<file path="src/rtl/mem_arbiter_pkg.sv">
// Shared definitions for the two-requester memory arbiter: bus widths,
// FSM state encoding and bus-owner encoding.
package mem_arbiter_pkg;

    localparam int DATA_BUS_WIDTH = 64;
    localparam int ADDR_WIDTH     = 64;
    localparam int MASK_WIDTH     = DATA_BUS_WIDTH / 8;

    typedef enum logic [1:0] {
        ST_IDLE = 2'd0,
        ST_REQ  = 2'd1,
        ST_WAIT = 2'd2
    } arb_state_e;

    typedef enum logic {
        OWN_IFU = 1'b0,
        OWN_LSU = 1'b1
    } owner_e;

endpackage

</file>
<file path="src/rtl/mem_arbiter.sv">
// Round-robin arbiter sharing one memory port between an instruction fetch
// unit (read-only) and a load/store unit. One access is in flight at a time;
// a stalled access is forced to complete with zero data after TIMEOUT_CYCLES
// idle cycles in WAIT.
//
// Ports
//   clk, rst              system clock, synchronous active-high reset
//   if_*                  IFU request / grant / response
//   ls_*                  LSU request (read or masked write) / grant / response
//   mem_*                 downstream memory request / grant / response
//   arb_busy_o            an access is in progress (state not IDLE)
//   arb_timeout_o         one-cycle pulse when an access is forced complete
//
// state   | meaning
// --------+---------------------------------------------------------------
// ST_IDLE | no access; arbitrate between requesters, grant combinationally
// ST_REQ  | mem_req_o asserted with latched fields until mem_gnt_i
// ST_WAIT | awaiting mem_rvalid_i; timeout counter running
module mem_arbiter
    import mem_arbiter_pkg::*;
#(
    parameter int unsigned TIMEOUT_CYCLES = 255
) (
    input  logic                      clk,
    input  logic                      rst,

    input  logic                      if_req_i,
    input  logic [ADDR_WIDTH-1:0]     if_addr_i,
    output logic                      if_gnt_o,
    output logic                      if_rvalid_o,
    output logic [DATA_BUS_WIDTH-1:0] if_rdata_o,

    input  logic                      ls_req_i,
    input  logic                      ls_wen_i,
    input  logic [ADDR_WIDTH-1:0]     ls_addr_i,
    input  logic [DATA_BUS_WIDTH-1:0] ls_wdata_i,
    input  logic [MASK_WIDTH-1:0]     ls_wmask_i,
    output logic                      ls_gnt_o,
    output logic                      ls_rvalid_o,
    output logic [DATA_BUS_WIDTH-1:0] ls_rdata_o,

    output logic                      mem_req_o,
    output logic                      mem_wen_o,
    output logic [ADDR_WIDTH-1:0]     mem_addr_o,
    output logic [DATA_BUS_WIDTH-1:0] mem_wdata_o,
    output logic [MASK_WIDTH-1:0]     mem_wmask_o,
    input  logic                      mem_gnt_i,
    input  logic                      mem_rvalid_i,
    input  logic [DATA_BUS_WIDTH-1:0] mem_rdata_i,

    output logic                      arb_busy_o,
    output logic                      arb_timeout_o
);

    localparam int unsigned CNT_W = (TIMEOUT_CYCLES > 0) ? $clog2(TIMEOUT_CYCLES + 1) : 1;
    localparam logic [CNT_W-1:0] CNT_LOAD = CNT_W'(TIMEOUT_CYCLES);

    arb_state_e                state_q, state_d;
    owner_e                    owner_q, owner_d;   // current owner, doubles as last_owner
    logic                      wen_q,   wen_d;
    logic [ADDR_WIDTH-1:0]     addr_q,  addr_d;
    logic [DATA_BUS_WIDTH-1:0] wdata_q, wdata_d;
    logic [MASK_WIDTH-1:0]     wmask_q, wmask_d;
    logic [CNT_W-1:0]          cnt_q,   cnt_d;     // down-counter, terminal count at zero

    logic                      pick_lsu;
    logic                      rsp_vld;
    logic [DATA_BUS_WIDTH-1:0] rsp_data;

    always_comb begin
        state_d       = state_q;
        owner_d       = owner_q;
        wen_d         = wen_q;
        addr_d        = addr_q;
        wdata_d       = wdata_q;
        wmask_d       = wmask_q;
        cnt_d         = cnt_q;
        pick_lsu      = 1'b0;
        rsp_vld       = 1'b0;
        rsp_data      = '0;
        if_gnt_o      = 1'b0;
        if_rvalid_o   = 1'b0;
        if_rdata_o    = '0;
        ls_gnt_o      = 1'b0;
        ls_rvalid_o   = 1'b0;
        ls_rdata_o    = '0;
        mem_req_o     = 1'b0;
        mem_wen_o     = 1'b0;
        mem_addr_o    = '0;
        mem_wdata_o   = '0;
        mem_wmask_o   = '0;
        arb_busy_o    = 1'b0;
        arb_timeout_o = 1'b0;

        // Everything is held quiet while rst is high so an access cut off by
        // reset never produces a response or a grant.
        if (!rst) begin
            arb_busy_o = (state_q != ST_IDLE);
            case (state_q)
                ST_IDLE: begin
                    // Under contention the requester that did not own the
                    // bus last time wins.
                    pick_lsu = ls_req_i && (!if_req_i || (owner_q == OWN_IFU));
                    if (pick_lsu) begin
                        ls_gnt_o = 1'b1;
                        owner_d  = OWN_LSU;
                        wen_d    = ls_wen_i;
                        addr_d   = ls_addr_i;
                        wdata_d  = ls_wdata_i;
                        wmask_d  = ls_wmask_i;
                        state_d  = ST_REQ;
                    end else if (if_req_i) begin
                        if_gnt_o = 1'b1;
                        owner_d  = OWN_IFU;
                        wen_d    = 1'b0;
                        addr_d   = if_addr_i;
                        wdata_d  = '0;
                        wmask_d  = '0;
                        state_d  = ST_REQ;
                    end
                end
                ST_REQ: begin
                    mem_req_o   = 1'b1;
                    mem_wen_o   = wen_q;
                    mem_addr_o  = addr_q;
                    mem_wdata_o = wdata_q;
                    mem_wmask_o = wmask_q;
                    if (mem_gnt_i) begin
                        state_d = ST_WAIT;
                        cnt_d   = CNT_LOAD;
                    end
                end
                ST_WAIT: begin
                    mem_wen_o   = wen_q;
                    mem_addr_o  = addr_q;
                    mem_wdata_o = wdata_q;
                    mem_wmask_o = wmask_q;
                    if (mem_rvalid_i) begin
                        rsp_vld  = 1'b1;
                        rsp_data = mem_rdata_i;
                        state_d  = ST_IDLE;
                    end else if (cnt_q == '0) begin
                        rsp_vld       = 1'b1;
                        arb_timeout_o = 1'b1;
                        state_d       = ST_IDLE;
                    end else begin
                        cnt_d = cnt_q - CNT_W'(1);
                    end
                end
                default: state_d = ST_IDLE;
            endcase

            if (rsp_vld) begin
                if (owner_q == OWN_LSU) begin
                    ls_rvalid_o = 1'b1;
                    ls_rdata_o  = rsp_data;
                end else begin
                    if_rvalid_o = 1'b1;
                    if_rdata_o  = rsp_data;
                end
            end
        end
    end

    always_ff @(posedge clk) begin
        if (rst) begin
            state_q <= ST_IDLE;
            owner_q <= OWN_IFU;
            wen_q   <= 1'b0;
            addr_q  <= '0;
            wdata_q <= '0;
            wmask_q <= '0;
            cnt_q   <= '0;
        end else begin
            state_q <= state_d;
            owner_q <= owner_d;
            wen_q   <= wen_d;
            addr_q  <= addr_d;
            wdata_q <= wdata_d;
            wmask_q <= wmask_d;
            cnt_q   <= cnt_d;
        end
    end

endmodule
</file>
<file path="config.mk">
export PLATFORM = sky130hd
export DESIGN_NAME = mem_arbiter
export DESIGN_NICKNAME = d
export VERILOG_FILES = /design/src/rtl/mem_arbiter_pkg.sv /design/src/rtl/mem_arbiter.sv
export SDC_FILE = /design/constraint.sdc
export NUM_CORES = 1
export LEC_CHECK = 0
export ABC_AREA = 1
export BUFFER_PORTS_ARGS = -buffer_cell sky130_fd_sc_hd__buf_2
export CORE_AREA = 2 2 213 215
export DETAILED_ROUTE_END_ITERATION = 6
export DIE_AREA = 0 0 215 217
export HOLD_SLACK_MARGIN = 0.15
export SLEW_MARGIN = 20
export SYNTH_ARGS = -nofsm -noshare
export SYNTH_HDL_FRONTEND = slang
export SYNTH_SLANG_ARGS = --single-unit
export TNS_END_PERCENT = 10
</file>
<file path="constraint.sdc">
create_clock -name clk -period 4.4 [get_ports clk]
set_input_delay 0.88 -clock clk [delete_from_list [all_inputs] [get_ports clk]]
set_output_delay 0.88 -clock clk [all_outputs]
set_load 0.005 [all_outputs]
</file>
==> flow_metrics.env <==
export IMPL_gr_usage_met2_pct=26.0
export IMPL_drc=0
export IMPL_placed_area_sq_um=10800
export IMPL_rsz0062_at_grt="no"
export IMPL_ios=543
export IMPL_ys_seq_area_share_pct=38.7
export IMPL_worstPathMaxFanout=38
export IMPL_synth_cells=1236
export IMPL_antenna_found_initial=14
export IMPL_vias_per_cell=4.30
export IMPL_die_x_um=215
export IMPL_switching_power_uw=2310
export IMPL_reg2reg_depth=7
export IMPL_wl_mm=34.7
export IMPL_holdBufCountCts=0
export IMPL_cp_data_required_time_ns=3.52
export IMPL_synth_top_area_share_pct=38.7
export IMPL_hold_path_class="register to register"
export IMPL_synth_commonest_cells="nand2_1 (436), nor2_1 (280), dfxtp_1 (148), o21ai_0 (132), a31oi_1 (64)"
export IMPL_fillers=5044
export IMPL_tns_ns=0
export IMPL_avgRoutedWirePerCell_um=14.9
export IMPL_synthMostInstantiatedCell="nand2_1"
export IMPL_r2r_slack_ns=2.22
export IMPL_grt_most_used_layer="met2"
export IMPL_dr_first_iter_drc_count=540
export IMPL_dp_cells=2297
export IMPL_postRouteAntennaNets=0
export IMPL_synth_area_leaders="dfxtp_1 (39%), nand2_1 (21%), nor2_1 (14%), o21ai_0 (8.6%), a31oi_1 (5.2%)"
export IMPL_track_usage_pct=14.2
export IMPL_yosysTopAreaCell="dfxtp_1"
export IMPL_worst_slew_margin_rel_pct=45.3
export IMPL_syn_area_sq_um=7660
export IMPL_min_period_ns=3.56
export IMPL_worstSetupStartpointType="register"
export IMPL_setup_viol=0
export IMPL_arrival_ns=2.68
export IMPL_hold_viol_final=0
export IMPL_grt_overflow=0
export IMPL_grt_max_degree=141
export IMPL_chipHeight_um=217
export IMPL_cts_setup_buffers=0
export IMPL_routabilityCongestion=0.972
export IMPL_status="finished clean"
export IMPL_fin_cells=2332
export IMPL_vias=10017
export IMPL_yosys_warnings=0
export IMPL_start_util_pct=17.1
export IMPL_port_buffers=542
export IMPL_slew_viol_final=0
export IMPL_use_met1_pct=15.6
export IMPL_clk_path_buf_depth=2
export IMPL_async_flop_share_pct=0
export IMPL_numClockSinks=148
export IMPL_power_frac_seq_pct=33.4
export IMPL_avgSynthCellArea_sq_um=6.20
export IMPL_swShare_pct=41.1
export IMPL_finalClockSkew_ns=0.00446
export IMPL_maxCapViolations=0
export IMPL_cts_htree_levels=4
export IMPL_synthDistinctLibCells=28
export IMPL_comb_power_share_pct=40.2
export IMPL_numCtsBuffers=17
export IMPL_synth_edf_count=0
export IMPL_fp_row_count=78
export IMPL_cts_resized=0
export IMPL_p_int_uw=3320
export IMPL_firstDrtPassIters=5
export IMPL_endpoint_kind="output port"
export IMPL_final_area_sq_um=11400
export IMPL_r2r_start="state_q[1]"
export IMPL_grt_pass1_vias=9156
export IMPL_root_buffer="clkbuf_16"
export IMPL_p_leak_uw=0.00564
export IMPL_post_route_util_pct=25.5
export IMPL_die_area_sq_um=46700
export IMPL_hold_path_endpoint="state_q[0]"
export IMPL_hp_start="state_q[0]"
export IMPL_drive_gt1_share_pct=35.3
export IMPL_cts_tree="built"
export IMPL_power_density_nw_per_um2=494
export IMPL_use_met3_pct=3.05
export IMPL_grt_pass1_wl_mm=51.1
export IMPL_timing_rr_end="addr_q[10]"
export IMPL_fmax_mhz=281
export IMPL_core_sq_um=44700
export IMPL_clk_pin_slew_worst_paths_ns=0.06
export IMPL_vdd_drop_max_mv=0.255
export IMPL_area_growth_pct=48.6
export IMPL_synth_seq_cells=148
export IMPL_clk_latency_ns=0.44
export IMPL_clock_power_share_pct=26.5
export IMPL_period_share_pct=80.9
export IMPL_dp_final_hpwl_mm=26.6
export IMPL_hold_ws_ns=0.484
export IMPL_synth_nets=1511
export IMPL_holdPathStages=2
export IMPL_ys_flop_type="dfxtp_1"
export IMPL_crit_type="register to output port"
export IMPL_finalNetCount=1991
export IMPL_worstMarginPinSlew_ns=0.819
## power by group through the flow
| stage | Clock (uW) | Sequential (uW) | Combinational [uW] |
|---|---|---|---|
| final | 1490 | 1880 | 2260 |
| after global placement | 0 | 1890 | 2260 |
| after floorplan | 0 | 1850 | 1560 |
| after global routing | 1600 | 1920 | 2540 |
| after CTS | 1550 | 1880 | 2290 |
| after detailed placement | 0 | 1900 | 2280 |
## critical path, stage by stage, from the launching register on
cell,delay [ns]
dfxtp_1,0.32
inv_1,0.09
ha_1,0.45
nand2_1,0.15
inv_2,0.48
buf_4,0.33
nand2_1,0.11
nor2_1,0.15
buf_2,0.14
## per-layer routing
layer	vias up	part of all wire [%]
met2	446	52
met3	61	6.3
met1	4618	39
met4	0	3.2
met5	-	0
li1	4892	-
## per-stage QoR
step	worst slack, ns	total power, uW
final	0.839	5630
after global routing	0.633	6060
after CTS	0.803	5710
after detailed placement	1.13	4180
after global placement	1.16	4150
after floorplan	1.81	3420
## state kept, by name (all words and copies together), names as in the netlist
name	flops
addr_q	64
wdata_q	64
state_q	2
owner_q	1
wen_q	1
wmask_q	8
cnt_q	8
## cells by family (layout without fill, tap and decap cells)
group / after synthesis / after routing / share of synthesized area (%)
buffers and inverters: 126 / 618 / 8.26
other: 0 / 4 / 0
flip-flops: 148 / 148 / 38.7
AO/OA/AOI/OAI: 218 / 218 / 15.5
adder cells (fa/ha/maj): 4 / 4 / 0.653
AND/OR/NAND/NOR: 740 / 740 / 36.9
## how the worst max path moves through the flow
stage                          start              to  slack [ns]
after global placement           rst  ls_rdata_o[50]        1.16
after detailed placement         rst  ls_rdata_o[50]        1.13
after global routing      state_q[0]  if_rdata_o[61]        0.63
final                     state_q[0]  if_rdata_o[61]        0.84
after floorplan                  rst  if_rdata_o[13]        1.81
after CTS                 state_q[0]  if_rdata_o[61]        0.80
## area by class of cell
class	instances	area [sq um]	share of cell area, %
inverter	23	88.8	0.780
tap	600	751	6.59
multi-input combinational	962	4070	35.8
sequential	148	2960	26.0
clock buffer	18	429	3.77
clock inverter	13	160	1.41
timing repair buffer	564	2920	25.6
antenna	4	10.0	0.0879
## layout by cell type, fill, tap and decap left out, types with 2 or more instances in the layout
cell type,Yosys,final
a21oi_1,8,8
a31oi_1,64,64
buf_12,0,3
buf_2,55,542
buf_4,4,19
bufinv_16,0,3
clkbuf_16,0,17
clkinv_2,0,4
clkinv_4,0,3
clkinvlp_4,0,2
dfxtp_1,148,148
diode_2,0,4
ha_1,4,3
inv_1,20,18
inv_2,3,4
nand2_1,436,435
nand2_2,3,4
nand3_1,12,12
nand4_1,2,2
nor2_1,280,280
nor3_1,2,2
o21ai_0,132,132
o21ai_1,11,11
Note: power is estimated with default switching activity, not from simulation.
